<file path="config.mk">
export PLATFORM = sky130hd
export DESIGN_NAME = apb_reg_arbiter_flat
export DESIGN_NICKNAME = d
export VERILOG_FILES = /design/src/rtl/apb_reg_arbiter_if.sv /design/src/rtl/apb_reg_arbiter.sv /design/src/flat_wrapper.sv
export SDC_FILE = /design/constraint.sdc
export NUM_CORES = 1
export LEC_CHECK = 0
export CORE_AREA = 5 5 156 158
export DETAILED_ROUTE_END_ITERATION = 12
export DIE_AREA = 0 0 161 163
export PLACE_DENSITY = 0.68
export RECOVER_POWER = 100
export SLEW_MARGIN = 25
export SYNTH_ARGS = -nofsm -noshare
export SYNTH_HDL_FRONTEND = slang
export SYNTH_SLANG_ARGS = --single-unit
export TNS_END_PERCENT = 30
</file>
<file path="constraint.sdc">
create_clock -name pclk_i -period 4.9 [get_ports pclk_i]
set_clock_uncertainty 0.15 [all_clocks]
set_input_delay 0.98 -clock pclk_i [delete_from_list [all_inputs] [get_ports pclk_i]]
set_output_delay 0.98 -clock pclk_i [all_outputs]
set_load 0.01 [all_outputs]
</file>
<file path="src/rtl/apb_reg_arbiter_if.sv">
// apb_reg_arbiter_if
// Bundles the requester-side and register-bus-side signals of apb_reg_arbiter.
//
// Requester side (names seen from the arbiter):
//   req_valid_i / req_write_i  per-requester request and direction (1 = write)
//   req_addr_i / req_wdata_i   packed address / write data, requester i at
//                              [i*WIDTH +: WIDTH]
//   req_grant_o / req_done_o   one-hot, one-cycle accept / completion pulses
//   req_rdata_o / req_err_o    read data and timeout flag, valid with req_done_o
// Register-bus side (towards an apb_master):
//   reg_addr_o / reg_wdata_o / reg_write_o / reg_enable_o   command to the master
//   reg_rdata_i / reg_idle_i                                 response from the master
//
// Modports:
//   slave  - used by the arbiter (it serves the requesters and drives reg_*_o)
//   master - used by whatever sits around the arbiter (requesters + apb_master)
interface apb_reg_arbiter_if #(
  parameter int NUM_REQ    = 4,
  parameter int ADDR_WIDTH = 32,
  parameter int DATA_WIDTH = 32
);
  logic [NUM_REQ-1:0]            req_valid_i;
  logic [NUM_REQ-1:0]            req_write_i;
  logic [NUM_REQ*ADDR_WIDTH-1:0] req_addr_i;
  logic [NUM_REQ*DATA_WIDTH-1:0] req_wdata_i;
  logic [NUM_REQ-1:0]            req_grant_o;
  logic [NUM_REQ-1:0]            req_done_o;
  logic [DATA_WIDTH-1:0]         req_rdata_o;
  logic                          req_err_o;
  logic [ADDR_WIDTH-1:0]         reg_addr_o;
  logic [DATA_WIDTH-1:0]         reg_wdata_o;
  logic                          reg_enable_o;
  logic                          reg_write_o;
  logic [DATA_WIDTH-1:0]         reg_rdata_i;
  logic                          reg_idle_i;

  modport slave (
    input  req_valid_i, req_write_i, req_addr_i, req_wdata_i,
    input  reg_rdata_i, reg_idle_i,
    output req_grant_o, req_done_o, req_rdata_o, req_err_o,
    output reg_addr_o, reg_wdata_o, reg_enable_o, reg_write_o
  );

  modport master (
    output req_valid_i, req_write_i, req_addr_i, req_wdata_i,
    output reg_rdata_i, reg_idle_i,
    input  req_grant_o, req_done_o, req_rdata_o, req_err_o,
    input  reg_addr_o, reg_wdata_o, reg_enable_o, reg_write_o
  );
endinterface

</file>
<file path="src/rtl/apb_reg_arbiter.sv">
// apb_reg_arbiter
// Round-robin arbiter that lets NUM_REQ requesters share one apb_master
// register port. One transaction is outstanding at a time:
//   IDLE -> ISSUE (grant + one reg_enable_o pulse) -> WAIT_BUSY (master goes
//   busy) -> WAIT_DONE (master idle again, read data captured) -> RESP
//   (one-cycle done pulse) -> IDLE.
//
// Ports:
//   pclk_i   clock, rising edge
//   prstn_i  asynchronous active-low reset; aborts any transfer silently
//   bus      apb_reg_arbiter_if.slave, requester and register-bus signals
//
// Optional feature: define APB_ARB_TIMEOUT_EN to add an 8-bit watchdog that
// ends a transfer stuck in WAIT_BUSY/WAIT_DONE after TIMEOUT_CYCLES cycles,
// completing it with req_err_o=1 and req_rdata_o=0. Without the macro the
// FSM waits indefinitely and req_err_o stays 0.
module apb_reg_arbiter #(
  parameter int NUM_REQ        = 4,
  parameter int ADDR_WIDTH     = 32,
  parameter int DATA_WIDTH     = 32,
  parameter int TIMEOUT_CYCLES = 64
) (
  input  logic               pclk_i,
  input  logic               prstn_i,
  apb_reg_arbiter_if.slave   bus
);

  localparam int IDX_W = (NUM_REQ > 1) ? $clog2(NUM_REQ) : 1;

  if (NUM_REQ < 2 || NUM_REQ > 8) begin : g_bad_num_req
    $error("apb_reg_arbiter: NUM_REQ must be 2..8");
  end
  if (TIMEOUT_CYCLES < 1 || TIMEOUT_CYCLES > 255) begin : g_bad_timeout
    $error("apb_reg_arbiter: TIMEOUT_CYCLES must be 1..255");
  end

  typedef enum logic [2:0] {
    IDLE,
    ISSUE,
    WAIT_BUSY,
    WAIT_DONE,
    RESP
  } state_t;

  state_t           state;
  logic [IDX_W-1:0] ptr;
  logic [IDX_W-1:0] win;
  logic [IDX_W-1:0] pick;
`ifdef APB_ARB_TIMEOUT_EN
  logic [7:0]       wd_cnt;
  logic             wd_expired;
`endif

  function automatic logic [IDX_W-1:0] next_idx(input logic [IDX_W-1:0] i);
    return (i == IDX_W'(NUM_REQ - 1)) ? '0 : i + 1'b1;
  endfunction

  // First valid requester at or after ptr, wrapping. Only meaningful when
  // at least one valid bit is set.
  function automatic logic [IDX_W-1:0] rr_pick(input logic [NUM_REQ-1:0] v,
                                                input logic [IDX_W-1:0]   p);
    logic [IDX_W-1:0] idx;
    logic [IDX_W-1:0] res;
    logic             found;
    idx   = p;
    res   = p;
    found = 1'b0;
    for (int k = 0; k < NUM_REQ; k++) begin
      if (!found && v[idx]) begin
        res   = idx;
        found = 1'b1;
      end
      idx = next_idx(idx);
    end
    return res;
  endfunction

  always_comb pick = rr_pick(bus.req_valid_i, ptr);

`ifdef APB_ARB_TIMEOUT_EN
  // wd_cnt counts completed wait cycles; the cycle in which it equals
  // TIMEOUT_CYCLES-1 is the last one allowed.
  always_comb wd_expired = (wd_cnt == 8'(TIMEOUT_CYCLES - 1));
`endif

  always_ff @(posedge pclk_i or negedge prstn_i) begin
    if (!prstn_i) begin
      state            <= IDLE;
      ptr              <= '0;
      win              <= '0;
      bus.req_grant_o  <= '0;
      bus.req_done_o   <= '0;
      bus.req_rdata_o  <= '0;
      bus.req_err_o    <= 1'b0;
      bus.reg_addr_o   <= '0;
      bus.reg_wdata_o  <= '0;
      bus.reg_enable_o <= 1'b0;
      bus.reg_write_o  <= 1'b0;
`ifdef APB_ARB_TIMEOUT_EN
      wd_cnt           <= '0;
`endif
    end else begin
      case (state)
        // Arbitrate only when the master can take a command.
        IDLE: begin
          if ((|bus.req_valid_i) && bus.reg_idle_i) begin
            win              <= pick;
            bus.reg_addr_o   <= bus.req_addr_i[pick*ADDR_WIDTH +: ADDR_WIDTH];
            bus.reg_wdata_o  <= bus.req_wdata_i[pick*DATA_WIDTH +: DATA_WIDTH];
            bus.reg_write_o  <= bus.req_write_i[pick];
            bus.req_grant_o  <= NUM_REQ'(1) << pick;
            bus.reg_enable_o <= 1'b1;
            state            <= ISSUE;
          end
        end
        // Grant and enable are each high for this single cycle.
        ISSUE: begin
          bus.req_grant_o  <= '0;
          bus.reg_enable_o <= 1'b0;
`ifdef APB_ARB_TIMEOUT_EN
          wd_cnt           <= '0;
`endif
          state            <= WAIT_BUSY;
        end
        // The master's idle drops once it has accepted the command.
        WAIT_BUSY: begin
          if (!bus.reg_idle_i) begin
            state <= WAIT_DONE;
          end
`ifdef APB_ARB_TIMEOUT_EN
          else if (wd_expired) begin
            bus.req_done_o  <= NUM_REQ'(1) << win;
            bus.req_rdata_o <= '0;
            bus.req_err_o   <= 1'b1;
            state           <= RESP;
          end
          wd_cnt <= wd_cnt + 8'd1;
`endif
        end
        // Idle rising again marks completion; normal completion wins over
        // a watchdog expiry in the same cycle.
        WAIT_DONE: begin
          if (bus.reg_idle_i) begin
            bus.req_done_o  <= NUM_REQ'(1) << win;
            bus.req_rdata_o <= bus.reg_write_o ? '0 : bus.reg_rdata_i;
            bus.req_err_o   <= 1'b0;
            state           <= RESP;
          end
`ifdef APB_ARB_TIMEOUT_EN
          else if (wd_expired) begin
            bus.req_done_o  <= NUM_REQ'(1) << win;
            bus.req_rdata_o <= '0;
            bus.req_err_o   <= 1'b1;
            state           <= RESP;
          end
          wd_cnt <= wd_cnt + 8'd1;
`endif
        end
        // The winner drops to lowest priority for the next round.
        RESP: begin
          bus.req_done_o  <= '0;
          bus.req_rdata_o <= '0;
          bus.req_err_o   <= 1'b0;
          ptr             <= next_idx(win);
          state           <= IDLE;
        end
        default: state <= IDLE;
      endcase
    end
  end

endmodule
</file>
<file path="src/flat_wrapper.sv">
// flat-port wrapper written by rule: the top's interface ports become plain ports
module apb_reg_arbiter_flat 
#(
  parameter int NUM_REQ        = 4,
  parameter int ADDR_WIDTH     = 32,
  parameter int DATA_WIDTH     = 32,
  parameter int TIMEOUT_CYCLES = 64
)
  (pclk_i, prstn_i, bus_req_valid_i, bus_req_write_i, bus_req_addr_i, bus_req_wdata_i, bus_reg_rdata_i, bus_reg_idle_i, bus_req_grant_o, bus_req_done_o, bus_req_rdata_o, bus_req_err_o, bus_reg_addr_o, bus_reg_wdata_o, bus_reg_enable_o, bus_reg_write_o);
  apb_reg_arbiter_if #(.NUM_REQ(NUM_REQ), .ADDR_WIDTH(ADDR_WIDTH), .DATA_WIDTH(DATA_WIDTH)) bus_i ();
  input  logic pclk_i;
  input  logic prstn_i;
  input wire logic [$bits(bus_i.req_valid_i)-1:0] bus_req_valid_i;
  input wire logic [$bits(bus_i.req_write_i)-1:0] bus_req_write_i;
  input wire logic [$bits(bus_i.req_addr_i)-1:0] bus_req_addr_i;
  input wire logic [$bits(bus_i.req_wdata_i)-1:0] bus_req_wdata_i;
  input wire logic [$bits(bus_i.reg_rdata_i)-1:0] bus_reg_rdata_i;
  input wire logic [$bits(bus_i.reg_idle_i)-1:0] bus_reg_idle_i;
  output wire logic [$bits(bus_i.req_grant_o)-1:0] bus_req_grant_o;
  output wire logic [$bits(bus_i.req_done_o)-1:0] bus_req_done_o;
  output wire logic [$bits(bus_i.req_rdata_o)-1:0] bus_req_rdata_o;
  output wire logic [$bits(bus_i.req_err_o)-1:0] bus_req_err_o;
  output wire logic [$bits(bus_i.reg_addr_o)-1:0] bus_reg_addr_o;
  output wire logic [$bits(bus_i.reg_wdata_o)-1:0] bus_reg_wdata_o;
  output wire logic [$bits(bus_i.reg_enable_o)-1:0] bus_reg_enable_o;
  output wire logic [$bits(bus_i.reg_write_o)-1:0] bus_reg_write_o;
  assign bus_i.req_valid_i = bus_req_valid_i;
  assign bus_i.req_write_i = bus_req_write_i;
  assign bus_i.req_addr_i = bus_req_addr_i;
  assign bus_i.req_wdata_i = bus_req_wdata_i;
  assign bus_i.reg_rdata_i = bus_reg_rdata_i;
  assign bus_i.reg_idle_i = bus_reg_idle_i;
  assign bus_req_grant_o = bus_i.req_grant_o;
  assign bus_req_done_o = bus_i.req_done_o;
  assign bus_req_rdata_o = bus_i.req_rdata_o;
  assign bus_req_err_o = bus_i.req_err_o;
  assign bus_reg_addr_o = bus_i.reg_addr_o;
  assign bus_reg_wdata_o = bus_i.reg_wdata_o;
  assign bus_reg_enable_o = bus_i.reg_enable_o;
  assign bus_reg_write_o = bus_i.reg_write_o;
  apb_reg_arbiter #(.NUM_REQ(NUM_REQ), .ADDR_WIDTH(ADDR_WIDTH), .DATA_WIDTH(DATA_WIDTH), .TIMEOUT_CYCLES(TIMEOUT_CYCLES)) u_core (.pclk_i(pclk_i), .prstn_i(prstn_i), .bus(bus_i));
endmodule
</file>
### Yosys cells after proc, flatten, opt, wreduce, memory -nomap -nowiden

Cells that the tools add are included.

* flip-flop bits (word level): 114
* latch bits: 0
* bits in writable memories: 0
* ROM bits: 0
* input bits: 299
* logic and storage cells: 85
* memories kept: 0

* add/sub/neg operators: 4
* multipliers: 0
* divide/modulo/power cells: 0
* $lt $le $gt $ge: 5
* eq/ne operators: 11
* shift operators: 4
* multiplexer cells: 35
* bitwise gates (word level): 0
* reductions and logical operators: 15

Operators with widths (number)
* $shiftx 128x8->32: 2
* $mux 32: 2
* $pmux 32 s2: 1
* $pmux 4 s2: 2
* $lt 2x3->1 const B: 5
* $mux 2: 7
* $pmux 3 s4: 1
* $bmux 1 s2: 5
* $mux 1: 10
* $mux 3: 3
* $add 2x1->2 const B: 4
* $eq 2x2->1 const B: 4
* $mux 4: 2
* $shl 1x2->4 const A: 2
* $eq 3x2->1 const B: 2
* $reduce_and 2->1: 3
* $logic_and 1x1->1: 4
* $ne 2x2->1 const B: 2
* $pmux 1 s2: 2
* $reduce_bool 2->1: 2
* $reduce_or 4->1: 1
* $eq 3x1->1 const B: 1
* $eq 3x3->1 const B: 1
* $logic_not 1->1: 3
* other kinds (3): 3

### Longest topological paths before layout

* depth in word-level cells: 15
* gate-level depth with buffers: 11
* mapped depth without buffers: 8

### Worst setup path after synthesis

No wires, ideal clock.

* path type: input-to-reg
* start point: input port bus_req_valid_i[3]
* end point: register u_core.bus.reg_addr_o[19]
* setup time: 0.095 ns
* data arrival time: 2.919 ns
* required time: 4.655 ns
* path slack: 1.736 ns
* cell stages on the path: 10
* buffers on the path: 3
* cells stage by stage: clkbuf_1 mux2i_1 mux2_2 o221ai_1 a31oi_1 o31ai_2 buf_4 clkbuf_1 a211oi_1 o31ai_1

* longest elaborated chain between the ends: 13
* elaborated cells between the ends (all ways): 24

Ends and longest elaborated chain
* from (decl): RTL line flat_wrapper.sv:13 `input wire logic [$bits(bus_i.req_valid_i)-1:0] bus_req_valid_i;`
* $bmux 1 s2: RTL line apb_reg_arbiter.sv:69 `if (!found && v[idx]) begin`
* $mux 1 (implied by the code): RTL line apb_reg_arbiter.sv:69
* $mux 1: RTL line apb_reg_arbiter.sv:69
* $logic_not 1->1: RTL line apb_reg_arbiter.sv:69
* $logic_and 1x1->1: RTL line apb_reg_arbiter.sv:69
* $mux 1: RTL line apb_reg_arbiter.sv:69
* $logic_not 1->1: RTL line apb_reg_arbiter.sv:69
* $logic_and 1x1->1: RTL line apb_reg_arbiter.sv:69
* $mux 1: RTL line apb_reg_arbiter.sv:69
* $logic_not 1->1: RTL line apb_reg_arbiter.sv:69
* $logic_and 1x1->1: RTL line apb_reg_arbiter.sv:69
* $mux 2: RTL line apb_reg_arbiter.sv:69
* $shiftx 128x8->32: RTL line apb_reg_arbiter.sv:108 `bus.reg_addr_o <= bus.req_addr_i[pick*ADDR_WIDTH +: ADDR_WIDTH];`
* to (signal assigned): RTL line apb_reg_arbiter.sv:108
* to (decl): RTL line apb_reg_arbiter_if.sv:41 `output reg_addr_o, reg_wdata_o, reg_enable_o, reg_write_o`

Parallel ways exist; a longest one is shown, timed or not. The select of a mux whose other input is x is not followed.
A chain may end at the register's enable or synchronous reset.

### Worst setup path after layout

* start point: input port bus_req_valid_i[2]
* end point: register u_core.bus.reg_wdata_o[22]

* longest elaborated chain between the ends: 13
* elaborated cells between the ends (all ways): 24

Ends and longest elaborated chain
* $bmux 1 s2: RTL line apb_reg_arbiter.sv:69
* $mux 1 (implied by the code): RTL line apb_reg_arbiter.sv:69
* $mux 1: RTL line apb_reg_arbiter.sv:69
* $logic_not 1->1: RTL line apb_reg_arbiter.sv:69
* $logic_and 1x1->1: RTL line apb_reg_arbiter.sv:69
* $mux 1: RTL line apb_reg_arbiter.sv:69
* $logic_not 1->1: RTL line apb_reg_arbiter.sv:69
* $logic_and 1x1->1: RTL line apb_reg_arbiter.sv:69
* $mux 1: RTL line apb_reg_arbiter.sv:69
* $logic_not 1->1: RTL line apb_reg_arbiter.sv:69
* $logic_and 1x1->1: RTL line apb_reg_arbiter.sv:69
* $mux 2: RTL line apb_reg_arbiter.sv:69
* $shiftx 128x8->32: RTL line apb_reg_arbiter.sv:109 `bus.reg_wdata_o <= bus.req_wdata_i[pick*DATA_WIDTH +: DATA_WIDTH];`
* to (signal assigned): RTL line apb_reg_arbiter.sv:109
* to (decl): RTL line apb_reg_arbiter_if.sv:41

Parallel ways exist; a longest one is shown, timed or not. The select of a mux whose other input is x is not followed.

==> metrics.txt <==
first-pass GRT wire length=43360 µm; wire per inst=19.92 µm; clock sink count=113; average cell area after synthesis=8.918 µm²; synthesis-stage register bit count=113; failing checks=max-capacitance violations, max-slew violations; Leak Pwr=5.422 nW; Least-Margin Pin Slew=3150 ps; NumNets Final=1444; Critical Path Start=bus_req_valid_i[2]; synthesized cell area=0.007000 mm²; Skew-Pair Late Insertion Delay=400 ps; minimum clock period=4028 ps; IO Count=406; drt pass-1 iters=5; R2R Path Start=u_core.ptr[0]$_DFFE_PN0P_; Hold Vio Cnt, Final=0; HPWL after DPL=20950 µm; CP endpoint kind=flop; Ant. Diodes=0; Synth area leader=dfrtp_1; vias=7603; Post-CTS Resized=0; routability cong.=0.8669; placed cell area=0.01124 mm²; Worst Hold Slack=318.7 ps; setup TNS=0 ps; commonest non-fill, non-tap cell in the layout=clkdlybuf4s50_1; final wirelength=28750 µm; 1st-iter DRT viols=490; PwrDens=607.6 mW/mm²; Core Util, Final=51.63%; hold-fix buffers at CTS=0; layout cell share with drive strength beyond 1=7.285%; Total GRT Usage=20.89%; die area=0.02624 mm²; RSZ-0062 raised after global routing=false; Power Total=7.210 mW; total CTS buffers=17; Mapped Cells=785; area grow syn2layout=69.51%; Setup crit start kind=primary input; Hold Crit Start=u_core.bus.reg_addr_o[24]$_DFFE_PN0P_; dominant cells by area after synthesis=dfrtp_1, nand2_1, a211oi_1, o31ai_1, o221a_1; FMAX=248.3 MHz; number of routed nets with antenna violations=0; IO buf count=404; pin count of the biggest net entering global routing=84; crit path kind=in2reg; Chip Width=161 µm; area share of the largest cell type after synthesis=40.39%; final worst path period share=82.21%; max_slew headroom=-110.0%; Slew Limit Fails=60; initial antenna violation count=1; H-tree depth=4; worst hold path type=reg2reg; post-CTS setup buffer count=0; number of global-route vias before repair=7552; Initial Utilization=30.46%; vias per cell=5.269; global route overflow=0; Worst-path clk slew=60 ps; core region area=0.02298 mm²; Netlist cell types=44; CP Max Fanout=34; peak supply drop=0.3614 mV; status=finished, violations left; final setup vio count=0; Syn Nets=1089; maxcap violations=1; synth warn=0; DRC=0; design area=0.01187 mm²; CTS tree=built; fill count=2167; Die H=163 µm; clock buffer depth=2; Critical Path AT=4140 ps; commonest non-fill, non-tap cells in the layout=clkdlybuf4s50_1, nand2_1, dfrtp_1, dlygate4sd3_1, inv_1; num rows=56; Root Driver=clkbuf_16; sequential element share of the synthesized area=40.39%; Data required, critical path=5010 ps
==> stage by stage <==
stage | instances | setup WS, ps
after CTS | 1443 | 1268
final | 1443 | 871.8
after floorplan | 785 | 1736
after global routing | 1443 | 633.7
after detailed placement | 1411 | 830.7
after global placement | 1411 | 870.3
==> report_power, final <==
group          switching (mW)  total, mW  internal, mW
clock network           0.478       1.39         0.912
registers               0.254       1.62          1.37
logic                    2.29       4.20          1.91
==> cells by family after synthesis <==
logic type / count (synthesis) / synth area share (%)
compound gates: 264 / 32.01
mux: 12 / 1.859
simple gates: 237 / 15.64
fa+ha+maj: 5 / 0.8937
other cells: 1 / 0.05357
flops: 113 / 40.39
buf+inv: 153 / 9.151
==> worst paths after layout <==
kind                       slack [ps]  cells past startpoint                                      to
setup reg to reg                 1060                      9  u_core.bus.reg_wdata_o[22]$_DFFE_PN0P_
min in group asynchronous        1450                      1  u_core.bus.reg_wdata_o[24]$_DFFE_PN0P_
setup / recovery                  870                      9  u_core.bus.reg_wdata_o[22]$_DFFE_PN0P_
max in group asynchronous        1350                      1   u_core.bus.req_grant_o[1]$_DFFE_PN0P_
hold / removal                    320                      2   u_core.bus.reg_addr_o[24]$_DFFE_PN0P_
hold reg to reg                   320                      2   u_core.bus.reg_addr_o[24]$_DFFE_PN0P_
==> sequential cells by signal (all words and copies together) (netlist names) <==
name	cells
u_core.state	3
u_core.bus.reg_write_o	1
u_core.win	2
u_core.ptr	2
u_core.bus.reg_addr_o	32
u_core.bus.req_done_o	4
u_core.bus.req_grant_o	4
u_core.bus.reg_enable_o	1
u_core.bus.reg_wdata_o	32
u_core.bus.req_rdata_o	32
==> per-layer routing <==
metal / track usage [%] / share of wire [%] / vias up
met2: 35.13 / 48 / 372
met1: 25.77 / 40 / 3564
met4: 6.475 / 2.5 / 2
met3: 6.530 / 8.8 / 49
met5: 0 / 0.028 / -
li1: - / - / 3616
==> synthesized netlist by cell type, drive strengths merged <==
cell type / n
a21o: 1
nor3b: 1
inv: 69
clkbuf: 64
buf: 20
a211oi: 66
a31oi: 2
ha: 5
o31ai: 68
dfrtp: 113
or2: 1
a32o: 1
o221ai: 1
mux2: 5
a211o: 1
o41ai: 1
and2: 3
o21ai: 7
o221a: 65
nor2b: 2
nand3: 5
o21a: 3
and3: 65
a2bb2oi: 1
nand2: 141
o22ai: 4
o21bai: 1
o211ai: 1
a21oi: 9
conb: 1
nor3: 2
nand2b: 4
a22o: 32
nor2: 12
mux2i: 7
nor4: 1
==> critical path, cell delays in order <==
cell           delay [ps]
dlygate4sd3_1         750
nand2b_1              150
a21o_1                210
nand2_1                80
o21a_4                380
nand2_1               630
buf_12                420
a211oi_1              400
o31ai_1               100
==> cell type report <==
type / instances / area [µm²] / share of cell area (%)
Timing Repair Buffer: 420 / 4200 / 35.40
Multi-Input combinational cell: 519 / 3557 / 29.98
Clock buffer: 18 / 429.2 / 3.617
Tap cell: 290 / 362.8 / 3.058
Inverter: 69 / 259.0 / 2.183
Sequential cell: 113 / 2828 / 23.83
Clock inverter: 14 / 230.2 / 1.940
Note: power is estimated with default switching activity, not from simulation.
